===== src/rtl/j1_io_mailbox.sv =====
// J1 io-bus mailbox: TX/RX FIFOs between firmware and fabric streams,
// with STATUS and CTRL registers decoded at BASE..BASE+7.
module j1_io_mailbox #(
  parameter logic [15:0] BASE       = 16'h8000,
  parameter int          DEPTH_LOG2 = 4
) (
  input  logic        sys_clk_i,
  input  logic        sys_rst_i,
  input  logic        io_rd,
  input  logic        io_wr,
  input  logic [15:0] io_addr,
  input  logic [15:0] io_wdata,
  output logic [15:0] io_rdata,
  output logic        io_sel,
  output logic        tx_valid,
  output logic [15:0] tx_data,
  input  logic        tx_ready,
  input  logic        rx_valid,
  input  logic [15:0] rx_data,
  output logic        rx_ready
);

  localparam int AW    = DEPTH_LOG2;
  localparam int CW    = DEPTH_LOG2 + 1;
  localparam int DEPTH = 1 << DEPTH_LOG2;
  localparam logic [AW-1:0] P1 = 1;
  localparam logic [CW-1:0] C1 = 1;
  localparam logic [CW-1:0] CFULL = CW'(DEPTH);

  logic [15:0]   tx_mem [DEPTH];
  logic [15:0]   rx_mem [DEPTH];
  logic [AW-1:0] tx_wptr, tx_rptr, rx_wptr, rx_rptr;
  logic [CW-1:0] tx_count, rx_count;
  logic          tx_ovf, rx_unf;

  logic [1:0] off;
  logic sel_tx, sel_rx, sel_st, sel_ctrl;
  logic tx_full, rx_full, rx_nonempty;
  logic tx_push_req, tx_push, tx_pop, tx_flush;
  logic rx_rd_req, rx_push, rx_pop, rx_flush;
  logic ovf_set, unf_set, flag_clr;

  assign io_sel   = (io_addr & 16'hFFF8) == (BASE & 16'hFFF8);
  assign off      = 2'((io_addr & 16'h0006) >> 1);
  assign sel_tx   = io_sel && off == 2'd0;
  assign sel_rx   = io_sel && off == 2'd1;
  assign sel_st   = io_sel && off == 2'd2;
  assign sel_ctrl = io_sel && off == 2'd3;

  assign tx_full     = tx_count == CFULL;
  assign rx_full     = rx_count == CFULL;
  assign rx_nonempty = rx_count != '0;

  assign tx_valid = tx_count != '0;
  assign tx_data  = tx_valid ? tx_mem[tx_rptr] : 16'h0000;
  assign rx_ready = !rx_full;

  // A full TX FIFO still accepts a write when the fabric pops that cycle
  assign tx_pop      = tx_valid && tx_ready;
  assign tx_push_req = io_wr && sel_tx;
  assign tx_push     = tx_push_req && (!tx_full || tx_pop);
  assign tx_flush    = io_wr && sel_ctrl && io_wdata[0];
  assign ovf_set     = tx_push_req && tx_full && !tx_pop;

  assign rx_push   = rx_valid && rx_ready;
  assign rx_rd_req = io_rd && sel_rx;
  assign rx_pop    = rx_rd_req && rx_nonempty;
  assign rx_flush  = io_wr && sel_ctrl && io_wdata[1];
  assign unf_set   = rx_rd_req && !rx_nonempty;
  assign flag_clr  = io_wr && sel_ctrl && io_wdata[2];

  always_comb begin
    io_rdata = 16'h0000;
    if (sel_rx && rx_nonempty)
      io_rdata = rx_mem[rx_rptr];
    else if (sel_st)
      io_rdata = {8'(rx_count), 4'b0000,
                  rx_unf, tx_ovf, tx_full, rx_nonempty};
  end

  always_ff @(posedge sys_clk_i) begin
    if (tx_push) tx_mem[tx_wptr] <= io_wdata;
    if (rx_push) rx_mem[rx_wptr] <= rx_data;
  end

  always_ff @(posedge sys_clk_i) begin
    if (sys_rst_i) begin
      tx_wptr  <= '0;
      tx_rptr  <= '0;
      tx_count <= '0;
    end else if (tx_flush) begin
      tx_wptr  <= '0;
      tx_rptr  <= '0;
      tx_count <= '0;
    end else begin
      if (tx_push) tx_wptr <= tx_wptr + P1;
      if (tx_pop)  tx_rptr <= tx_rptr + P1;
      if (tx_push && !tx_pop)      tx_count <= tx_count + C1;
      else if (tx_pop && !tx_push) tx_count <= tx_count - C1;
    end
  end

  always_ff @(posedge sys_clk_i) begin
    if (sys_rst_i) begin
      rx_wptr  <= '0;
      rx_rptr  <= '0;
      rx_count <= '0;
    end else if (rx_flush) begin
      rx_wptr  <= '0;
      rx_rptr  <= '0;
      rx_count <= '0;
    end else begin
      if (rx_push) rx_wptr <= rx_wptr + P1;
      if (rx_pop)  rx_rptr <= rx_rptr + P1;
      if (rx_push && !rx_pop)      rx_count <= rx_count + C1;
      else if (rx_pop && !rx_push) rx_count <= rx_count - C1;
    end
  end

  // Clear has priority over a same-cycle set
  always_ff @(posedge sys_clk_i) begin
    if (sys_rst_i || flag_clr) begin
      tx_ovf <= 1'b0;
      rx_unf <= 1'b0;
    end else begin
      if (ovf_set) tx_ovf <= 1'b1;
      if (unf_set) rx_unf <= 1'b1;
    end
  end

endmodule

===== config.mk =====
export PLATFORM = sky130hd
export DESIGN_NAME = j1_io_mailbox
export DESIGN_NICKNAME = d
export VERILOG_FILES = /design/src/rtl/j1_io_mailbox.sv
export SDC_FILE = /design/constraint.sdc
export NUM_CORES = 1
export LEC_CHECK = 0
export BUFFER_PORTS_ARGS = -buffer_cell sky130_fd_sc_hd__buf_2
export CORE_ASPECT_RATIO = 0.8
export CORE_UTILIZATION = 30
export CTS_BUF_LIST = sky130_fd_sc_hd__clkbuf_8
export DETAILED_ROUTE_END_ITERATION = 8
export SLEW_MARGIN = 25
export SYNTH_ARGS = -nofsm -noshare
export SYNTH_HDL_FRONTEND = slang
export SYNTH_SLANG_ARGS = --single-unit

===== constraint.sdc =====
create_clock -name sys_clk_i -period 7.9 [get_ports sys_clk_i]
set_input_delay 1.58 -clock sys_clk_i [delete_from_list [all_inputs] [get_ports sys_clk_i]]
set_output_delay 1.58 -clock sys_clk_i [all_outputs]
set_load 0.01 [all_outputs]

==> Word level (Yosys, flattened, before mapping) <==
Memory sizes are Yosys's and may differ from the RTL's. A register that Yosys moved wholly into a read port is not among the register bits.
Cells that the tools add are included.
{ "totals": {"reg_bits": 28, "ram_bits": 512, "in_bits": 54, "out_inout_bits": 35, "word_cells": 77, "mem_count": 2} }
{ "classes": {"add_sub_neg": 8, "eq_ne": 6, "muxes": 15, "n_reduce_logical": 38} }
{ "mem_list": {"columns": ["name", "depth", "width", "read_ports", "rd_clocked_by_memory_dff", "write_ports", "line", "text"], "rows": [
  ["rx_mem", 16, 16, 1, 1, 1, "31", "logic [15:0] rx_mem [DEPTH];"],
  ["tx_mem", 16, 16, 1, 1, 1, "30", "logic [15:0] tx_mem [DEPTH];"]
]} }
{ "op_table": {"columns": ["cell", "count"], "rows": [
  ["$mux 16", 2],
  ["$logic_and 1x1->1", 22],
  ["$mux 5", 4],
  ["$add 4x1->4 const B", 4],
  ["$mux 4", 4],
  ["$eq 13x13->1 const B", 1],
  ["$mux 13", 1],
  ["$add 5x1->5 const B", 2],
  ["$eq 5x5->1 const B", 2],
  ["$reduce_bool 5->1", 2],
  ["$sub 5x1->5 const B", 2],
  ["$logic_not 1->1", 7],
  ["$eq 2x2->1 const B", 2],
  ["$mux 1", 4],
  ["$reduce_bool 2->1", 2],
  ["$reduce_or 2->1", 2],
  ["$eq 2x1->1 const B", 1],
  ["$logic_not 2->1", 1],
  ["$logic_or 1x1->1", 2]
]} }

==> Logic depth before layout (Yosys ltp) <==
Gate-level depths: netlist of the first run.
{ "logic_depth": {"depth_word": 8, "ltp_mapped": 12, "depth_no_buf": 11} }

==> Worst setup path before layout of the first run <==
No wires, ideal clock.
{ "synth_path": {"path_type": "input-to-output", "start": "input io_addr[4]", "end": "output io_rdata[14]", "arrival_ps": 2836, "required_time_ps": 6320, "setup_slack_ps": 3484, "stages": 6, "path_buffers": 1, "cell_sequence": "nor4_4 > nand4_2 > inv_2 > nand3_4 > clkbuf_8 > a211oi_1"} }
{ "synth_via": {"elab_chain_len": 4} }
{ "synth_rtl": {"columns": ["item", "line", "text"], "rows": [
  ["from (decl)", "11", "input logic [15:0] io_addr,"],
  ["$eq 13x13->1", "43", "assign io_sel = (io_addr & 16'hFFF8) == (BASE & 16'hFFF8);"],
  ["$logic_and 1x1->1", "46", "assign sel_rx = io_sel && off == 2'd1;"],
  ["$logic_and 1x1->1", "74", "if (sel_rx && rx_nonempty)"],
  ["$mux 16", "74", null],
  ["to (decl)", "13", "output logic [15:0] io_rdata,"]
]} }
No other way between the ends.

==> Final worst setup path of the first run <==
{ "layout_path": {"start": "input io_addr[4]", "end": "output io_rdata[6]"} }
Same word-level chain as after synthesis.

==> Flow_metrics.wiki, run 1 <==
{| class="wikitable"
! Metric !! Value
|-
| Run status || complete, no violations
|-
| Static Leak || 7.829 nW
|-
| Required arrival time at the worst endpoint || 6.32 ns
|-
| Clk sinks || ~550
|-
| Fraction of final layout cells with drive strength greater than 1 || 31.60%
|-
| Finished Core Util || between 30% and 40%
|-
| Antenna violation net count after detailed routing || 0
|-
| Timing-limited maximum frequency || around 190 MHz
|-
| Detailed-route wire length || ~49000 um
|-
| Total nets after synthesis || ~1100
|-
| Post-CTS resize count || 0
|-
| Final Slew Violations || 0
|-
| Mean cell area of the mapped netlist || a little over 20 um^2
|-
| Initial DRT Pass Iterations || 5
|-
| Layout Skew || approximately 0.031 ns
|-
| GP Congestion || roughly 0.75
|-
| Unrepaired setup endpoints after global routing || no
|-
| Initial antenna violation count || 7
|-
| Clock latency reported for the late side of the worst-skew pair || between 0.6 and 0.7 ns
|-
| Initial core utilization || 30.33%
|-
| Number of post-CTS setup repair buffers || 0
|-
| Path depth of the worst reg2reg path || 10
|-
| Min-delay src || tx_count[3]
|-
| Unique masters post-synth || 65
|-
| Post-cts hold buffer count || 0
|-
| Remaining routing DRC violations || 0
|-
| Vias || about 11000
|-
| Worst hold path cell count || 2
|-
| Endpoints failing setup || 0
|-
| TritonCTS clock tree || built
|-
| Maxcap violations || 0
|-
| Area of the placeable core || just over 70000 um^2
|-
| Tightest Hold Check Type || reg -> reg
|-
| Highest net fanout along the worst path || 16
|-
| Reg2reg end || rx_count[4]
|-
| Number of storage elements in the synthesis netlist || ~550
|-
| Chip width || slightly above 300 um
|-
| Primary FF master, synth || edfxtp_1
|-
| # H-tree levels || 3
|-
| Number of global-route vias before repair || ~11000
|-
| Clock-pin slew on the worst setup and hold paths || roughly 0.06 ns
|-
| Max rail drop VDD || 0.0001676 V
|-
| R2R Path Start || rx_count[0]
|-
| Global-route usage over all layers || 13.32%
|-
| Overflow after GRT || 0
|-
| Power Dens Cells || ~260 nW/um^2
|-
| Critical path class || in -> out
|-
| Number of violations reported at the end of detailed-routing iteration 0 || between 900 and 1000
|-
| Fillers || 6813
|-
| Count of buffers inserted at the top-level ports || 87
|-
| Std-Cell Rows || 88
|-
| Height of the chip || roughly 240 um
|-
| Buffers from clock root to sink, at most || 3
|-
| Sequential cell area fraction in the yosys report || about 74%
|-
| Cells after Synth || around 1100
|-
| Number of ports placed on the die boundary || approximately 90
|-
| Worst-margin pin slew || 1.088 ns
|-
| Vias per cell || slightly below 5
|-
| Number of enable flip-flop cells after synthesis || roughly 500
|-
| Cell area after synthesis || between 20000 and 25000 um^2
|-
| WHS Endpoint || tx_count[3]
|-
| Capturing element type of the critical path || output port
|-
| YS warnings || 0
|-
| Largest net degree at the start of global routing || 65
|-
| Share of flip-flops with an asynchronous set or reset after synthesis || 0%
|-
| Nets || 1279
|-
| CP arrival || ~3.7 ns
|-
| Final number of hold-violating endpoints || 0
|-
| Tcrit/Tclk final || between 60% and 70%
|-
| Signed area change from the synthesized netlist to the final layout || 14.17%
|-
| Num CTS Buffers || roughly 80
|-
| Nature of the critical path startpoint || input port
|-
| Setup TNS || 0 ns
|-
| Half-perimeter wire length after placement || roughly 28000 um
|-
| Average wire per cell in the routed design || 22.28 um
|-
| Slack of the worst reg-to-reg path || around 4.5 ns
|-
| Time the final worst path needs with I/O delays and setup || between 5 and 6 ns
|-
| Max-Slew Margin vs Limit || 27.29%
|-
| Global-route wire length before repair || 72540 um
|-
| Root cell of the clock tree || clkbuf_8
|-
| Overall die area || 73890 um^2
|}
## cell usage after synthesis, drive strengths merged (2+ instances only)
master / count / area, um^2
o211ai: 4 / 35.03
nor3: 14 / 70.07
o21a: 2 / 15.01
nand4: 5 / 37.53
buf: 33 / 231.5
a31oi: 5 / 31.28
o21ai: 8 / 47.55
mux2i: 45 / 450.4
a21oi: 16 / 80.08
xnor2: 3 / 26.28
a211oi: 14 / 105.1
a221oi: 9 / 135.1
or3: 3 / 18.77
nand2: 13 / 51.30
a21boi: 2 / 15.02
nor4b: 2 / 32.53
and2b: 2 / 17.52
a22o: 9 / 78.83
nor3b: 2 / 20.02
o2bb2ai: 9 / 78.83
and3: 3 / 18.77
nand3: 10 / 62.56
inv: 11 / 41.29
fa: 2 / 40.04
a31o: 2 / 17.52
dfxtp: 36 / 720.7
a21o: 4 / 30.03
nand2b: 7 / 51.30
ha: 18 / 225.2
o22ai: 16 / 100.1
nor2b: 11 / 68.82
edfxtp: 512 / 15370
or4: 5 / 37.54
xor2: 7 / 61.31
nor2: 47 / 178.9
a2111o: 2 / 22.52
nor4: 2 / 27.53
clkbuf: 22 / 163.9
mux4: 128 / 2947
o31ai: 3 / 22.52
## cell families after synthesis
group / after synthesis / synth area share [%]
fa+ha+maj: 20 / 1.215
mux: 173 / 15.55
compound gates: 108 / 3.856
simple gates: 129 / 3.283
buf+inv: 66 / 1.999
flops: 548 / 73.69
xor+xnor: 10 / 0.4010
## cell type report
| cell class | instances | area, um^2 | share of cell area, % |
|---|---|---|---|
| sequential | 548 | 16110 | 64.61 |
| multi-input combinational | 440 | 5420 | 21.74 |
| tap | 945 | 1182 | 4.742 |
| clock buffer | 84 | 1156 | 4.636 |
| timing repair buffer | 123 | 705.7 | 2.830 |
| clock inverter | 60 | 312.8 | 1.254 |
| inverter | 11 | 41.29 | 0.1656 |
| antenna | 3 | 7.507 | 0.03011 |
## per-stage QoR
| step | setup WS [ns] | total power [mW] | area [um^2] | std cells | hold WS, ns |
|---|---|---|---|---|---|
| global route | 2.421 | 6.709 | 24930 | 2211 | 0.5398 |
| detailed placement | 2.573 | 4.387 | 23460 | 2067 | 0.5103 |
| floorplan | 3.484 | 4.057 | 21840 | 1054 | 0.4591 |
| CTS | 2.570 | 6.505 | 24930 | 2211 | 0.5201 |
| finish | 2.583 | 6.430 | 24940 | 2214 | 0.5188 |
| global placement | 2.622 | 4.365 | 23450 | 2067 | 0.4885 |
## cell usage in the layout, fill, tap and decap left out, types with 7 or more instances in the layout
| cell | count |
|---|---|
| a211oi_1 | 14 |
| a21oi_1 | 16 |
| a221oi_2 | 9 |
| a22o_1 | 9 |
| buf_2 | 87 |
| buf_4 | 36 |
| clkbuf_8 | 84 |
| clkinv_1 | 16 |
| clkinv_2 | 9 |
| dfxtp_1 | 30 |
| edfxtp_1 | 512 |
| ha_1 | 18 |
| inv_1 | 37 |
| mux2i_1 | 45 |
| mux4_1 | 17 |
| mux4_2 | 111 |
| nand2_1 | 12 |
| nand3_1 | 9 |
| nor2_1 | 22 |
| nor2_2 | 24 |
| nor2b_1 | 11 |
| nor3_2 | 7 |
| o22ai_1 | 16 |
| o2bb2ai_1 | 9 |
| xor2_1 | 7 |
## power breakdown
part	internal [mW]	total (mW)	switching (mW)
logic	0.449	1.01	0.562
registers	3.23	3.30	0.0754
clock network	1.03	2.11	1.08
total	4.71	6.43	1.72
## worst max-delay path by stage
stage	from	to	slack, ns	depth (start not counted)
after detailed placement	io_addr[4]	io_rdata[6]	2.57	7
final	io_addr[4]	io_rdata[6]	2.58	7
after CTS	io_addr[4]	io_rdata[6]	2.57	7
after floorplan	io_addr[4]	io_rdata[14]	3.48	6
after global placement	io_addr[4]	io_rdata[6]	2.62	7
after global routing	io_addr[4]	io_rdata[13]	2.42	7
## state kept, by name, indices dropped and copies added, names as in the netlist, named ones only
signal	flops
rx_count	5
tx_rptr	4
rx_unf	1
rx_wptr	4
tx_wptr	4
rx_mem	256
tx_count	5
tx_ovf	1
rx_rptr	4
tx_mem	256
## per-layer routing
layer | share of wire, % | vias up | wire length (um) | GRT usage [%]
met5 | 0.093 | - | 46 | 0
met1 | 43 | 5582 | 21450 | 17.66
li1 | - | 4732 | - | -
met2 | 46 | 356 | 22900 | 20.99
met3 | 7.9 | 91 | 3913 | 4.384
met4 | 2.1 | 8 | 1017 | 3.464
## critical path, stage by stage
cell,delay [ns]
buf_2,0.11
nor4_4,0.31
nand4_2,0.40
inv_2,0.41
nand3_4,0.34
a211oi_1,0.37
buf_2,0.20
(Power assumes the default switching activity.)
==> inputs of run 2 (changes only) <==
==> constraint.sdc (replaced) <==
create_clock -name sys_clk_i -period 5.5 [get_ports sys_clk_i]
set_input_delay 1.1 -clock sys_clk_i [delete_from_list [all_inputs] [get_ports sys_clk_i]]
set_output_delay 1.1 -clock sys_clk_i [all_outputs]
set_load 0.01 [all_outputs]
==> run 2 against run 1 <==
Effect of this change: final area hardly changed; sequential cell count stayed put; utilization hardly changed; critical path depth is 1 lower; global-route usage hardly changed; via count is 0.47% higher; power is 43% higher; setup slack worse by 1.5 ns; combinational power is 42% higher; sequential power is 45% higher; critical path type is now reg -> out; critical endpoint is now io_rdata[12]; largest cell class unchanged; largest power group unchanged.
==> Flow_metrics.wiki, run 2 (synthesized netlist as in run 1, its figures left out) <==
{| class="wikitable"
! Metric !! Value
|-
| Worst hold path cell count || 2 (unchanged)
|-
| Initial DRT Pass Iterations || 5 (unchanged)
|-
| Post-route cell area || 24940 um^2 (about the same)
|-
| Endpoints failing setup || 0 (unchanged)
|-
| Worst hold slack across all endpoints || 0.4860 ns (-0.03280 ns)
|-
| Power share of the clock group || 32.7% (-0.2 points)
|-
| Global-route usage over all layers || 13.31% (about the same)
|-
| Detailed-route wire length || 49780 um (+0.91%)
|-
| Largest net degree at the start of global routing || 56 (-14%)
|-
| Capturing element type of the critical path || output port
|-
| Critical path class || reg -> out
|-
| Timing-limited maximum frequency || between 200 and 250 MHz
|-
| Final number of hold-violating endpoints || 0 (unchanged)
|-
| Time the final worst path needs with I/O delays and setup || ~4.4 ns
|-
| Sequential share of power || 51.8% (+0.4 points)
|-
| Fraction of power spent switching nets || 26.77% (about the same)
|-
| Run status || complete, no violations
|-
| Number of global-route vias before repair || 11170 (+0.11%)
|-
| Longest individual stage delay on the worst path || 1.01 ns (+0.60 ns)
|-
| Nets || 1283 (+0.31%)
|-
| Half-perimeter wire length after placement || 29050 um (+2.2%)
|-
| Tcrit/Tclk final || 80.20%
|-
| Count of buffers inserted at the top-level ports || 87 (unchanged)
|-
| Remaining routing DRC violations || 0 (unchanged)
|-
| Maxcap violations || 0 (unchanged)
|-
| Clock latency reported for the late side of the worst-skew pair || 0.66 ns (about the same)
|-
| Cell class contributing the biggest share of worst-path delay || flip-flops
|-
| Sum of buffers and inverters on the critical path || 2 (-1)
|-
| Post-CTS resize count || 0 (unchanged)
|-
| Area taken by flip-flops and latches || 16110 um^2 (unchanged)
|-
| Vias per cell || 4.889 (+0.52%)
|-
| Number of ports placed on the die boundary || 89 (unchanged)
|-
| Logic gate share of total power || 15.5% (-0.2 points)
|-
| Tightest Hold Check Type || reg -> reg
|-
| Overflow after GRT || 0 (unchanged)
|-
| Leading cell type in the layout, fill and taps excluded || edfxtp_1
|-
| Area of the multi-input gates || 5424 um^2 (about the same)
|-
| Area of the placeable core || 72010 um^2 (unchanged)
|-
| Vias || 10820 (+0.47%)
|-
| Number of post-CTS setup repair buffers || 0 (unchanged)
|-
| Setup TNS || 0 ns (unchanged)
|-
| Worst-margin pin slew || 1.000 ns (-0.08784 ns)
|-
| Chip width || 303.7 um (unchanged)
|-
| Buffers from clock root to sink, at most || 3 (unchanged)
|-
| Net switching power figure || 2.466 mW (+43%)
|-
| Clk sinks || 548 (unchanged)
|-
| R2R Path Start || rx_count[0]
|-
| Path depth of the worst reg2reg path || 10 (unchanged)
|-
| Regs by FF count || rx_mem (256), tx_mem (256)
|-
| Overall die area || 73890 um^2 (unchanged)
|-
| Antenna violation net count after detailed routing || 0 (unchanged)
|-
| Final Slew Violations || 0 (unchanged)
|-
| Highest-count cells in the layout ignoring fill and taps || edfxtp_1, mux4_2, buf_2
|-
| Cells along the critical path || buf_4, mux4_2, a22o_1, a221oi_2, o2bb2ai_1, buf_2
|-
| Root cell of the clock tree || clkbuf_8
|-
| DP Area || 23500 um^2 (+0.17%)
|-
| Number of violations reported at the end of detailed-routing iteration 0 || 861 (-12%)
|-
| TritonCTS clock tree || built
|-
| Reg2reg end || rx_count[4]
|-
| Post-layout power || 9.211 mW (+43%)
|-
| # H-tree levels || 3 (unchanged)
|-
| Num CTS Buffers || 80 (-1.2%)
|-
| Fraction of final layout cells with drive strength greater than 1 || 31.75% (+0.16 points)
|-
| Static Leak || 7.861 nW (+0.41%)
|-
| Fillers || 6771 (-0.62%)
|-
| Initial antenna violation count || 9 (+2)
|-
| Max rail drop VDD || 0.0002467 V (+47%)
|-
| Max-Slew Margin vs Limit || 32.94% (+5.6 points)
|-
| Signed area change from the synthesized netlist to the final layout || 14.20% (about the same)
|-
| Internal power contribution || 6.745 mW (+43%)
|-
| Global-route wire length before repair || 72680 um (+0.20%)
|-
| Required arrival time at the worst endpoint || 4.40 ns (-1.92 ns)
|-
| Nature of the critical path startpoint || flop
|-
| Unrepaired setup endpoints after global routing || no
|-
| Cell with the largest stage delay on the worst path || dfxtp_4
|-
| Clock-pin slew on the worst setup and hold paths || 0.06 ns (about the same)
|-
| CP arrival || 3.31 ns (-0.43 ns)
|-
| GP Congestion || 0.7378 (-1.5%)
|-
| Min-delay src || rx_rptr[2]
|-
| Highest net fanout along the worst path || 55 (+39)
|-
| Initial core utilization || 30.33% (unchanged)
|-
| Post-cts hold buffer count || 0 (unchanged)
|-
| Layout Skew || 0.03808 ns (+0.006621 ns)
|-
| Std-Cell Rows || 88 (unchanged)
|-
| Average wire per cell in the routed design || 22.49 um (+0.96%)
|-
| Height of the chip || 243.3 um (unchanged)
|-
| Slack of the worst reg-to-reg path || 2.19 ns (-2.28 ns)
|-
| Power Dens Cells || 369.3 nW/um^2 (+43%)
|}
run 2: per-stage QoR:
| step | utilization, % | cells | worst slack, ns |
|---|---|---|---|
| floorplan | - | 1054 | 1.855 |
| global placement | 32.61 | 2072 | 1.234 |
| detailed placement | 32.63 | 2072 | 1.186 |
| CTS | 34.63 | 2211 | 1.009 |
| global route | 34.63 | 2211 | 0.9064 |
| finish | 34.64 | 2213 | 1.089 |
run 2: worst max path at each step:
stage | slack, ns | to | cells past startpoint
5_1_grt | 0.91 | io_rdata[12] | 6
2_1_floorplan | 1.85 | tx_mem[1][0] | 6
3_3_place_gp | 1.23 | io_rdata[3] | 6
3_5_place_dp | 1.19 | io_rdata[3] | 6
6_report | 1.09 | io_rdata[12] | 6
4_1_cts | 1.01 | io_rdata[12] | 6
run 2: worst reg2reg max path, cell delays in order (launching register included):
cell      delay (ns)
dfxtp_1         0.38
nor4_1          0.77
a21boi_0        0.26
nand3_1         0.17
ha_1            0.22
inv_1           0.14
fa_1            0.42
a21o_1          0.21
a2111o_1        0.41
o311ai_0        0.10
a21oi_1         0.10
run 2: power by group through the flow:
| stage | logic (mW) | clock network [mW] | registers, mW |
|---|---|---|---|
| 2_1_floorplan | 1.06 | 0 | 4.76 |
| 3_3_place_gp | 1.41 | 0 | 4.86 |
| 3_5_place_dp | 1.44 | 0 | 4.87 |
| 4_1_cts | 1.44 | 3.09 | 4.78 |
| 5_1_grt | 1.54 | 3.26 | 4.79 |
| 6_report | 1.43 | 3.01 | 4.77 |
run 2: per-layer routing:
layer / wire [um] / part of all wire [%] / GRT usage [%]
met4: 877 / 1.8 / 3.150
met2: 23430 / 47 / 21.18
met1: 22220 / 45 / 18.30
met3: 3210 / 6.4 / 3.323
met5: 44 / 0.088 / 0
run 2: cell type report:
type,count,share of cell area (%)
multi-input cells,440,21.75
flip-flops and latches,548,64.59
clock inverters,56,1.174
well taps,945,4.741
repair buffers,128,2.980
diodes,2,0.02007
inverters,11,0.1655
clock buffers,83,4.580
